File: src/rtl/oh_parity_ctrl.sv
// oh_parity_ctrl: packet parity sequencer. Folds the XOR reduction of each
// beat into a running bit, produces one parity result per packet, can check
// it against an expected bit, and keeps a saturating mismatch count.
module oh_parity_ctrl #(
  parameter int N   = 32,
  parameter int CW  = 16,
  parameter int ODD = 0
) (
  input  logic          clk,
  input  logic          reset,
  input  logic          in_valid,
  input  logic [N-1:0]  in_data,
  input  logic          in_last,
  input  logic          chk_en,
  input  logic          chk_parity,
  output logic          in_ready,
  output logic          out_valid,
  input  logic          out_ready,
  output logic          out_parity,
  output logic          out_error,
  output logic [15:0]   out_beats,
  input  logic          err_clr,
  output logic [CW-1:0] err_count
);

  typedef enum logic [1:0] {S_IDLE, S_BUSY, S_DONE} state_t;

  localparam logic ODD_BIT = (ODD != 0);

  state_t        state_q, state_d;
  logic          acc_q, acc_d;
  logic          chk_q, chk_d;
  logic [15:0]   beats_q, beats_d;
  logic          out_parity_q, out_parity_d;
  logic          out_error_q, out_error_d;
  logic [15:0]   out_beats_q, out_beats_d;
  logic [CW-1:0] err_count_q, err_count_d;

  logic          accept;
  logic          beat_par;
  logic          load;
  logic          fin_acc;
  logic          fin_chk;
  logic [15:0]   fin_beats;
  logic          par_next;
  logic          err_next;

  assign in_ready   = ~reset & (state_q != S_DONE);
  assign out_valid  = (state_q == S_DONE);
  assign out_parity = out_parity_q;
  assign out_error  = out_error_q;
  assign out_beats  = out_beats_q;
  assign err_count  = err_count_q;

  assign accept   = in_valid & in_ready;
  assign beat_par = ^in_data;

  // Next-state, accumulator and result-register computation.
  always_comb begin
    state_d      = state_q;
    acc_d        = acc_q;
    chk_d        = chk_q;
    beats_d      = beats_q;
    out_parity_d = out_parity_q;
    out_error_d  = out_error_q;
    out_beats_d  = out_beats_q;
    err_count_d  = err_count_q;
    load         = 1'b0;
    fin_acc      = acc_q;
    fin_chk      = chk_q;
    fin_beats    = beats_q;
    par_next     = 1'b0;
    err_next     = 1'b0;

    unique case (state_q)
      S_IDLE: begin
        if (accept) begin
          fin_acc   = beat_par;
          fin_chk   = chk_en;
          fin_beats = 16'd1;
          acc_d     = fin_acc;
          chk_d     = fin_chk;
          beats_d   = fin_beats;
          if (in_last) begin
            load    = 1'b1;
            state_d = S_DONE;
          end else begin
            state_d = S_BUSY;
          end
        end
      end
      S_BUSY: begin
        if (accept) begin
          fin_acc   = acc_q ^ beat_par;
          fin_beats = (beats_q == 16'hFFFF) ? beats_q : beats_q + 16'd1;
          acc_d     = fin_acc;
          beats_d   = fin_beats;
          if (in_last) begin
            load    = 1'b1;
            state_d = S_DONE;
          end
        end
      end
      S_DONE: begin
        if (out_ready) state_d = S_IDLE;
      end
      default: state_d = S_IDLE;
    endcase

    if (load) begin
      par_next     = fin_acc ^ ODD_BIT;
      err_next     = fin_chk & (par_next != chk_parity);
      out_parity_d = par_next;
      out_error_d  = err_next;
      out_beats_d  = fin_beats;
      if (err_next && (err_count_q != '1)) err_count_d = err_count_q + 1'b1;
    end

    if (err_clr) err_count_d = '0;
  end

  // State and result registers with synchronous reset.
  always_ff @(posedge clk) begin
    if (reset) begin
      state_q      <= S_IDLE;
      acc_q        <= 1'b0;
      chk_q        <= 1'b0;
      beats_q      <= '0;
      out_parity_q <= 1'b0;
      out_error_q  <= 1'b0;
      out_beats_q  <= '0;
      err_count_q  <= '0;
    end else begin
      state_q      <= state_d;
      acc_q        <= acc_d;
      chk_q        <= chk_d;
      beats_q      <= beats_d;
      out_parity_q <= out_parity_d;
      out_error_q  <= out_error_d;
      out_beats_q  <= out_beats_d;
      err_count_q  <= err_count_d;
    end
  end

endmodule
File: config.mk
export PLATFORM = sky130hd
export DESIGN_NAME = oh_parity_ctrl
export DESIGN_NICKNAME = d
export VERILOG_FILES = /design/src/rtl/oh_parity_ctrl.sv
export SDC_FILE = /design/constraint.sdc
export NUM_CORES = 1
export LEC_CHECK = 0
export BUFFER_PORTS_ARGS = -buffer_cell sky130_fd_sc_hd__buf_2
export CAP_MARGIN = 5
export CORE_AREA = 5 5 71 106
export CTS_CLUSTER_DIAMETER = 50
export DETAILED_ROUTE_END_ITERATION = 8
export DIE_AREA = 0 0 76 111
export GPL_TIMING_DRIVEN = 0
export PLACE_DENSITY = 0.74
export SYNTH_ARGS = -nofsm -noshare
export SYNTH_HDL_FRONTEND = slang
export SYNTH_SLANG_ARGS = --single-unit
File: constraint.sdc
create_clock -name clk -period 3 [get_ports clk]
set_clock_uncertainty 0.05 [all_clocks]
set_input_delay 0.9 -clock clk [delete_from_list [all_inputs] [get_ports clk]]
set_output_delay 0.9 -clock clk [all_outputs]
set_load 0.02 [all_outputs]
# [After elaboration in Yosys (flattened, before gate mapping)]
# Cells that the tools add are included.
[classes] addsub=2 n_eq_ne=10 mux=18 bitwise_logic=5 reduce_logical=7
[ops] operator="two-way mux 16 bit" n=3
[ops] operator="adder 16 x 1 -> 16 bit, second input constant" n=2
[ops] operator="case mux 16 bit (2 select lines)" n=1
[ops] operator="XOR reduction 32 bit" n=1
[ops] operator="equality test 16 bit, second input constant" n=1
[ops] operator="inequality test 16 bit, second input constant" n=1
[ops] operator="two-way mux 2 bit" n=5
[ops] operator="inequality test 2 bit, second input constant" n=4
[ops] operator="two-way mux 1 bit" n=7
[ops] operator="case mux 2 bit (3 select lines)" n=1
[ops] operator="AND reduction 4 bit" n=1
[ops] operator="OR reduction 2 bit" n=2
[ops] operator="AND 1 bit" n=3
[ops] operator="equality test 2 x 1 -> 1 bit, second input constant" n=1
[ops] operator="equality test 2 bit, second input constant" n=1
[ops] operator="logical NOT 2 bit" n=1
[ops] operator="inequality test 2 x 1 -> 1 bit, second input constant" n=1
[ops] operator="case mux 1 bit (2 select lines)" n=1
[ops] operator="AND reduction 2 bit" n=1
[ops] operator="logical AND 1 bit" n=1
[ops] operator="inequality test 1 bit" n=1
[ops] operator="NOT 1 bit" n=1
[ops] operator="XOR 1 bit" n=1
[word_totals] register_bits=54 in_bits=40 out_inout_bits=36

# [Longest topological paths before layout]
# Gate-level depths: netlist of the first run.
[depth] word_depth=9 ltp_mapped=11

# [Worst setup path before layout of the first run]
# No wires, ideal clock.
[synth_timing] kind="input port to flip-flop" from="in in_data[11]" to="reg err_count_q[10], in the netlist err_count[10]" setup_time_ns=0.116 arrival_time_ns=2.875 required_ns=2.834 setup_slack_ns=-0.041 stages=9 path_cell_list="xor2_1 -> xnor2_1 -> xnor2_1 -> xnor2_1 -> xnor2_1 -> mux2_4 -> xnor2_1 -> a31oi_1 -> a41o_1"
[synth_via] elab_chain_len=8 elab_cells_between_ends=9 cone_classes="1 x eq/ne; 3 x mux; 2 x bitwise; 3 x reduce/logical"
[synth_lines] item="start: declaration" line="12" source="input logic [N-1:0] in_data,"
[synth_lines] item="XOR reduction 32 bit (*)" line="56" source="assign beat_par = ^in_data;"
[synth_lines] item="XOR 1 bit" line="94" source="fin_acc = acc_q ^ beat_par;"
[synth_lines] item="two-way mux 1 bit"
[synth_lines] item="case mux 1 bit (2 select lines) (*)" line="75" source="unique case (state_q)"
[synth_lines] item="inequality test 1 bit (*)" line="112" source="err_next = fin_chk & (par_next != chk_parity);"
[synth_lines] item="AND 1 bit (*)" line="112"
[synth_lines] item="logical AND 1 bit (*)" line="116" source="if (err_next && (err_count_q != '1)) err_count_d = err_count_q + 1'b1;"
[synth_lines] item="AND reduction 2 bit (no source line) (*)"
[synth_lines] item="end signal: assignment" line="141" source="err_count_q <= err_count_d;"
[synth_lines] item="end: declaration" line="37" source="logic [CW-1:0] err_count_q, err_count_d;"
# Mark *: on every way between the ends. The rest lies on a longest branch, timed or not.
# A chain may end at the register's enable or synchronous reset.

# [Final worst setup path of the first run]
[layout_timing] from="in in_data[5]" to="reg err_count_q[14], in the netlist err_count[14]"
# Same word-level chain as after synthesis.

==> metrics.txt, run 1 <==
Fin. Hold Viols 0; DRT Pass-1 Iters 4; Power Total 1.81 mW; Setup-failing EPs final 0; FMAX around 340 MHz; worst-skew pair later-pin latency 0.31 ns; Routed Antenna Nets 0; final worst path period share 97.9%; Setup crit end kind flop; DR iter-0 viols 164; nets 514; Tightest Pin Transition 0.736 ns; # DRC 0; crit path DAT between 3 and 4 ns; syn_nets 430; worst hold path type reg2reg; CTS Buffer Depth 2; Worst Setup Start Kind input pin; EDFF count, synth 0; ANT cells 0; Core Footprint 6440 um2; P&R area growth vs syn 22.9%; pin count of the biggest net entering global routing 17; Max-Cap Viols 0; max incr delay on CP 0.51 ns; Crit path buffers/inverters 1; main flop type after synthesis dfxtp_1; TritonCTS Buffers 5; Leak approximately 1.4 nW; port buffer count 75; first-pass GRT wire length 13800 um; #FFs+latches synth 54; Async SR Flop Fraction 0%; initial antenna violation count 0; crit-path max FO 7; Syn Inst Count 388; row cnt 36; CTS tree built; GRT overflow 0; RSZ-0062 raised after global routing true; root buffer cell clkbuf_8; CP max stage cell or4b_1; dpl hpwl 6380 um; Avg Synthesized Cell Area 7.76 um2; WHS Path Cells 2; total of warnings raised by yosys 0; count of pins over their slew limit 0; peak supply drop 295 uV; H-tree depth 2; Worst path most repeated cell xnor2_2; R2R cell count 9; WP data required 3.19 ns; starting density of the core 46.8%; vias per inst 5.57; critical path's top delay family XOR/XNOR gates; Setup CP Type in2reg; number of global-route vias before repair between 3k and 4k; Post-Route Utilization between 50% and 60%; clock transition at the registers of the reported paths 0.10 ns; status finished, final reports clean; PD cells 489 nW/um2; DIE AREA 8440 um2; crit path time final 2.94 ns; hold_buf cts 0; routed len/inst 15.1 um; Sink Count 54; I/O pin count 76; Die Width 76 um; final wirelength 8260 um; Synth cell types 47; Slew HR 50.8%; critical path depth in cells 10; vias 3050; Cell Chain, Critical Path buf_2 -> xnor2_2 -> xnor2_2 -> xnor2_1 -> xnor2_1 -> xnor2_2 -> mux2_4 -> xor2_4 -> or4b_1 -> a21oi_1; Die H roughly 110 um; Seq/Total Area, Yosys 35.9%; GRT Total Usage roughly a fifth; GP Congestion 0.866; layout cells sized above 1 22.7%; Post-Syn Area 3010 um2
==> cell type report <==
| type | count | area [um2] |
|---|---|---|
| sequential | 54 | 1080 |
| fill | 602 | 2740 |
| inverter | 7 | 26.3 |
| clock inverter | 2 | 13.8 |
| multi-input combinational | 308 | 1930 |
| tap | 76 | 95.1 |
| clock buffer | 5 | 68.8 |
| buffer | 18 | 83.8 |
| timing repair buffer | 78 | 398 |
==> cell usage after synthesis, drive strengths merged, types with 3 or more instances <==
master,instances,area (um2)
dfxtp,54,1080
nor2,49,184
nand2,47,176
xnor2,29,254
a21oi,27,135
clkbuf,16,60.1
nand3,16,80.1
o21ai,15,75.1
nor3,11,55.1
or3,11,68.8
a211oi,10,75.1
nand4,9,56.3
xor2,8,77.6
inv,7,26.3
nand2b,7,43.8
nor2b,7,43.8
mux2i,6,60.1
a31oi,5,31.3
and3,5,31.3
and4,5,43.8
o31ai,4,30.0
and2,3,18.8
buf,3,12.5
nand3b,3,22.5
o41ai,3,26.3
==> worst register-to-register path, stage by stage (launching register included) <==
cell	delay [ns]
dfxtp_1	0.32
clkbuf_1	0.30
and4_1	0.32
nand4_1	0.15
nor3_1	0.61
or3_1	0.21
nand2_1	0.05
nand2_1	0.08
nand2_1	0.07
a311oi_1	0.25
==> cell usage in the layout (no fill, tap or decap), types with 9 or more instances in the layout <==
cell type,count
a211oi_1,10
a21oi_1,25
buf_2,75
clkbuf_1,13
dfxtp_1,54
nand2_1,47
nand3_1,16
nand4_1,9
nor2_1,48
nor3_1,11
o21ai_0,14
or3_1,11
xnor2_1,24
==> through the flow <==
step	hold WS [ns]	setup WS (ns)	setup TNS [ns]	cell area, um2	std cells
2_1_floorplan	0.426	-0.00319	-0.00562	3020	388
3_3_place_gp	0.395	-0.589	-6.07	3490	539
3_5_place_dp	0.400	-0.570	-6.26	3490	539
4_1_cts	0.416	0.00844	0	3600	546
5_1_grt	0.427	-0.0208	-0.0208	3700	548
6_report	0.411	0.0633	0	3700	548
==> power breakdown <==
part / switching [mW] / internal (mW) / leakage [nW] / total, mW
Combinational: 0.353 / 0.300 / 0.954 / 0.653
Clock: 0.246 / 0.162 / 0.0444 / 0.409
Sequential: 0.0127 / 0.736 / 0.437 / 0.749
==> state kept, by name, summed over array words and instances, names as in the netlist <==
name,count
out_error,1
out_beats,16
out_parity,1
beats_q,16
chk_q,1
acc_q,1
state_q,2
err_count,16
==> cell families (layout without fill, tap and decap cells) <==
group	count (synthesis)	in the layout	synth area share (%)
xor gates and xnor gates	37	37	11.0
DFF	54	54	35.9
and+or+nand+nor	181	181	29.3
adders and majority gates	2	2	0.831
AOI/OAI and AO/OA	80	80	16.8
muxes	8	8	2.87
buffers and inverters	26	110	3.28
==> per-layer routing <==
layer	vias up	global-route usage [%]	wire length (um)	share of wire, %
met5	-	0	0	0
met4	0	8.43	203	2.5
met3	18	2.93	331	4.0
met2	88	36.2	4530	55
met1	1401	21.0	3190	39
li1	1543	-	-	-
==> path summary, 6_finish.rpt <==
kind | slack [ns] | end | start
hold / removal | 0.41 | out_beats[12] | out_beats[12]
setup / recovery | 0.06 | err_count[14] | in_data[5]
hold reg to reg | 0.41 | out_beats[12] | out_beats[12]
setup reg to reg | 0.49 | out_beats[5] | beats_q[6]
==> what timing repair did <==
action,in CTS,in global routing
pin swaps,0,10
gates resized for setup,6,18
setup buffers,0,3
endpoints found under the setup margin,10,16
Power figures use the tool's default switching activity.
==> run 2, diff against run 1 <==
--- a/config.mk
+++ b/config.mk
@@ -12,7 +12,9 @@
 export DETAILED_ROUTE_END_ITERATION = 8
 export DIE_AREA = 0 0 76 111
 export GPL_TIMING_DRIVEN = 0
-export PLACE_DENSITY = 0.74
+export MAX_ROUTING_LAYER = met4
+export PLACE_DENSITY = 0.83
+export SLEW_MARGIN = 10
 export SYNTH_ARGS = -nofsm -noshare
 export SYNTH_HDL_FRONTEND = slang
 export SYNTH_SLANG_ARGS = --single-unit
==> metrics.txt, run 2 (synthesis results as in run 1) <==
dpl hpwl 6330 um (-0.83%); most frequent cells in the layout 75 x buf_2, 54 x dfxtp_1, 48 x nor2_1; worst-skew pair later-pin latency 0.30 ns (about the same); clock transition at the registers of the reported paths 0.09 ns (about the same); routed len/inst 15.1 um (+0.46%); Fin. Hold Viols 0 (unchanged); Worst Setup Start Kind input pin; DRT Pass-1 Iters 4 (unchanged); CTS Buffer Depth 2 (unchanged); GP Congestion 0.917 (+5.9%); Max-Cap Viols 0 (unchanged); hold path startpoint out_beats[4]; Routed Antenna Nets 0 (unchanged); met1 wire length 3110 um (-2.8%); DR WL met2 4650 um (+2.6%); DR iter-0 viols 134 (-18%); Die Width 76 um (unchanged); count of pins over their slew limit 0 (unchanged); Tightest Pin Transition 0.845 ns (+0.109 ns); Post-Route Utilization 58.0% (+0.58 points); hold endpoint out_beats[4]; DIE AREA 8440 um2 (unchanged); vias per inst 5.59 (+0.44%); crit path time final 2.97 ns (+0.0343 ns); row cnt 36 (unchanged); port buffer count 75 (unchanged); Final Cell Area 3740 um2 (+1.0%); P&R area growth vs syn 24.1%; fin worst setup slack 0.0289 ns (-0.0343 ns); dpl ws -0.593 ns (-0.0224 ns); Placed Cells incl. Taps 539 (unchanged); number of global-route vias before repair 3026 (-0.16%); root buffer cell clkbuf_8; crit path DAT 3.10 ns (-0.03 ns); met3 WL 404 um (+22%); vias 3069 (+0.62%); pin count of the biggest net entering global routing 20 (+3); RSZ-0062 raised after global routing true; Leak 1.46 nW (+1.6%); GRT overflow 0 (unchanged); WHS Path Cells 2 (unchanged); Core Footprint 6440 um2 (unchanged); Sink Count 54 (unchanged); Setup CP Type in2reg; status finished, final reports clean; starting density of the core 46.8% (unchanged); flop2flop setup slack 0.51 ns (+0.02 ns); final wirelength 8310 um (+0.64%); Die H 111 um (unchanged); ANT cells 0 (unchanged); RR Startpoint beats_q[6]; first-pass GRT wire length 13400 um (-3.0%); crit-path max FO 7 (unchanged); Max Used Layer met4; R2R cell count 8 (-1); Placement Cell Area 3490 um2 (unchanged); final worst path period share 99.0% (+1.1 points); initial antenna violation count 0 (unchanged); Fin Hold WS 0.408 ns (-0.00363 ns); FMAX 337 MHz (-1.2%); PD cells 476 nW/um2 (-2.7%); GRT Total Usage 19.4% (about the same); worst hold path type reg2reg; Setup crit end kind flop; Slew HR 43.5% (-7.3 points); Finished Layout Cells 549 (+0.18%); # DRC 0 (unchanged); peak supply drop 259 uV (-12%); nets 514 (unchanged); setup total negative slack 0 ns (unchanged); Reg-to-Reg End beats_q[4]; layout cells sized above 1 23.9% (+1.2 points); Power Total 1.78 mW (-1.7%); TritonCTS Buffers 5 (unchanged); commonest non-fill, non-tap cell in the layout buf_2; Setup-failing EPs final 0 (unchanged); H-tree depth 2 (unchanged); I/O pin count 76 (unchanged); CTS tree built; WP data required 3.13 ns (-0.06 ns)
## run 2: cell count changes in the layout (fill, tap and decap cells not counted), sizes merged
cell / before / now
clkbuf: 20 / 21
inv: 8 / 7
clkinvlp: 0 / 1
## run 2: layout make-up
type	instances	area (um2)
Fill cell	618	2700
Sequential cell	54	1080
Buffer	17	76.3
Clock inverter	2	12.5
Timing Repair Buffer	79	405
Inverter	7	26.3
Multi-Input combinational cell	308	1960
Tap cell	76	95.1
Clock buffer	6	82.6
## run 2: per-layer routing
metal,GRT usage (%),vias to the layer above
met1,18.6,1438
met2,37.1,82
met3,3.25,13
li1,-,1536
met5,-,-
met4,8.08,0
## run 2: how the worst max path moves through the flow
| stage | slack, ns | start | depth (start not counted) | to |
|---|---|---|---|---|
| floorplan | -0.003 | in_data[27] | 9 | err_count[3] |
| detailed placement | -0.59 | reset | 6 | in_ready |
| CTS | 0.01 | in_data[11] | 11 | err_count[13] |
| global route | -0.06 | in_data[17] | 10 | err_count[9] |
| finish | 0.03 | in_data[20] | 10 | err_count[9] |
| global placement | -0.55 | reset | 6 | in_ready |
## run 2: power by group
group	switching, mW	internal, mW	total, mW
registers	0.0122	0.736	0.749
logic	0.339	0.264	0.603
clock network	0.242	0.186	0.429
## run 2: worst max-delay path, stage by stage
cell      delay (ns)
buf_2           0.12
xnor2_2         0.13
xnor2_1         0.18
xnor2_1         0.12
xnor2_1         0.27
xnor2_2         0.18
mux2_4          0.38
xor2_4          0.20
o311ai_0        0.47
o41ai_2         0.15
## run 2: repair_timing
item                                    in CTS  in global routing
pin swaps                                    1                  8
hold buffers                                 0                  0
endpoints found under the setup margin      11                 16
cloned                                       0                  0
setup buffers                                0                  4
resized for setup                            4                 22
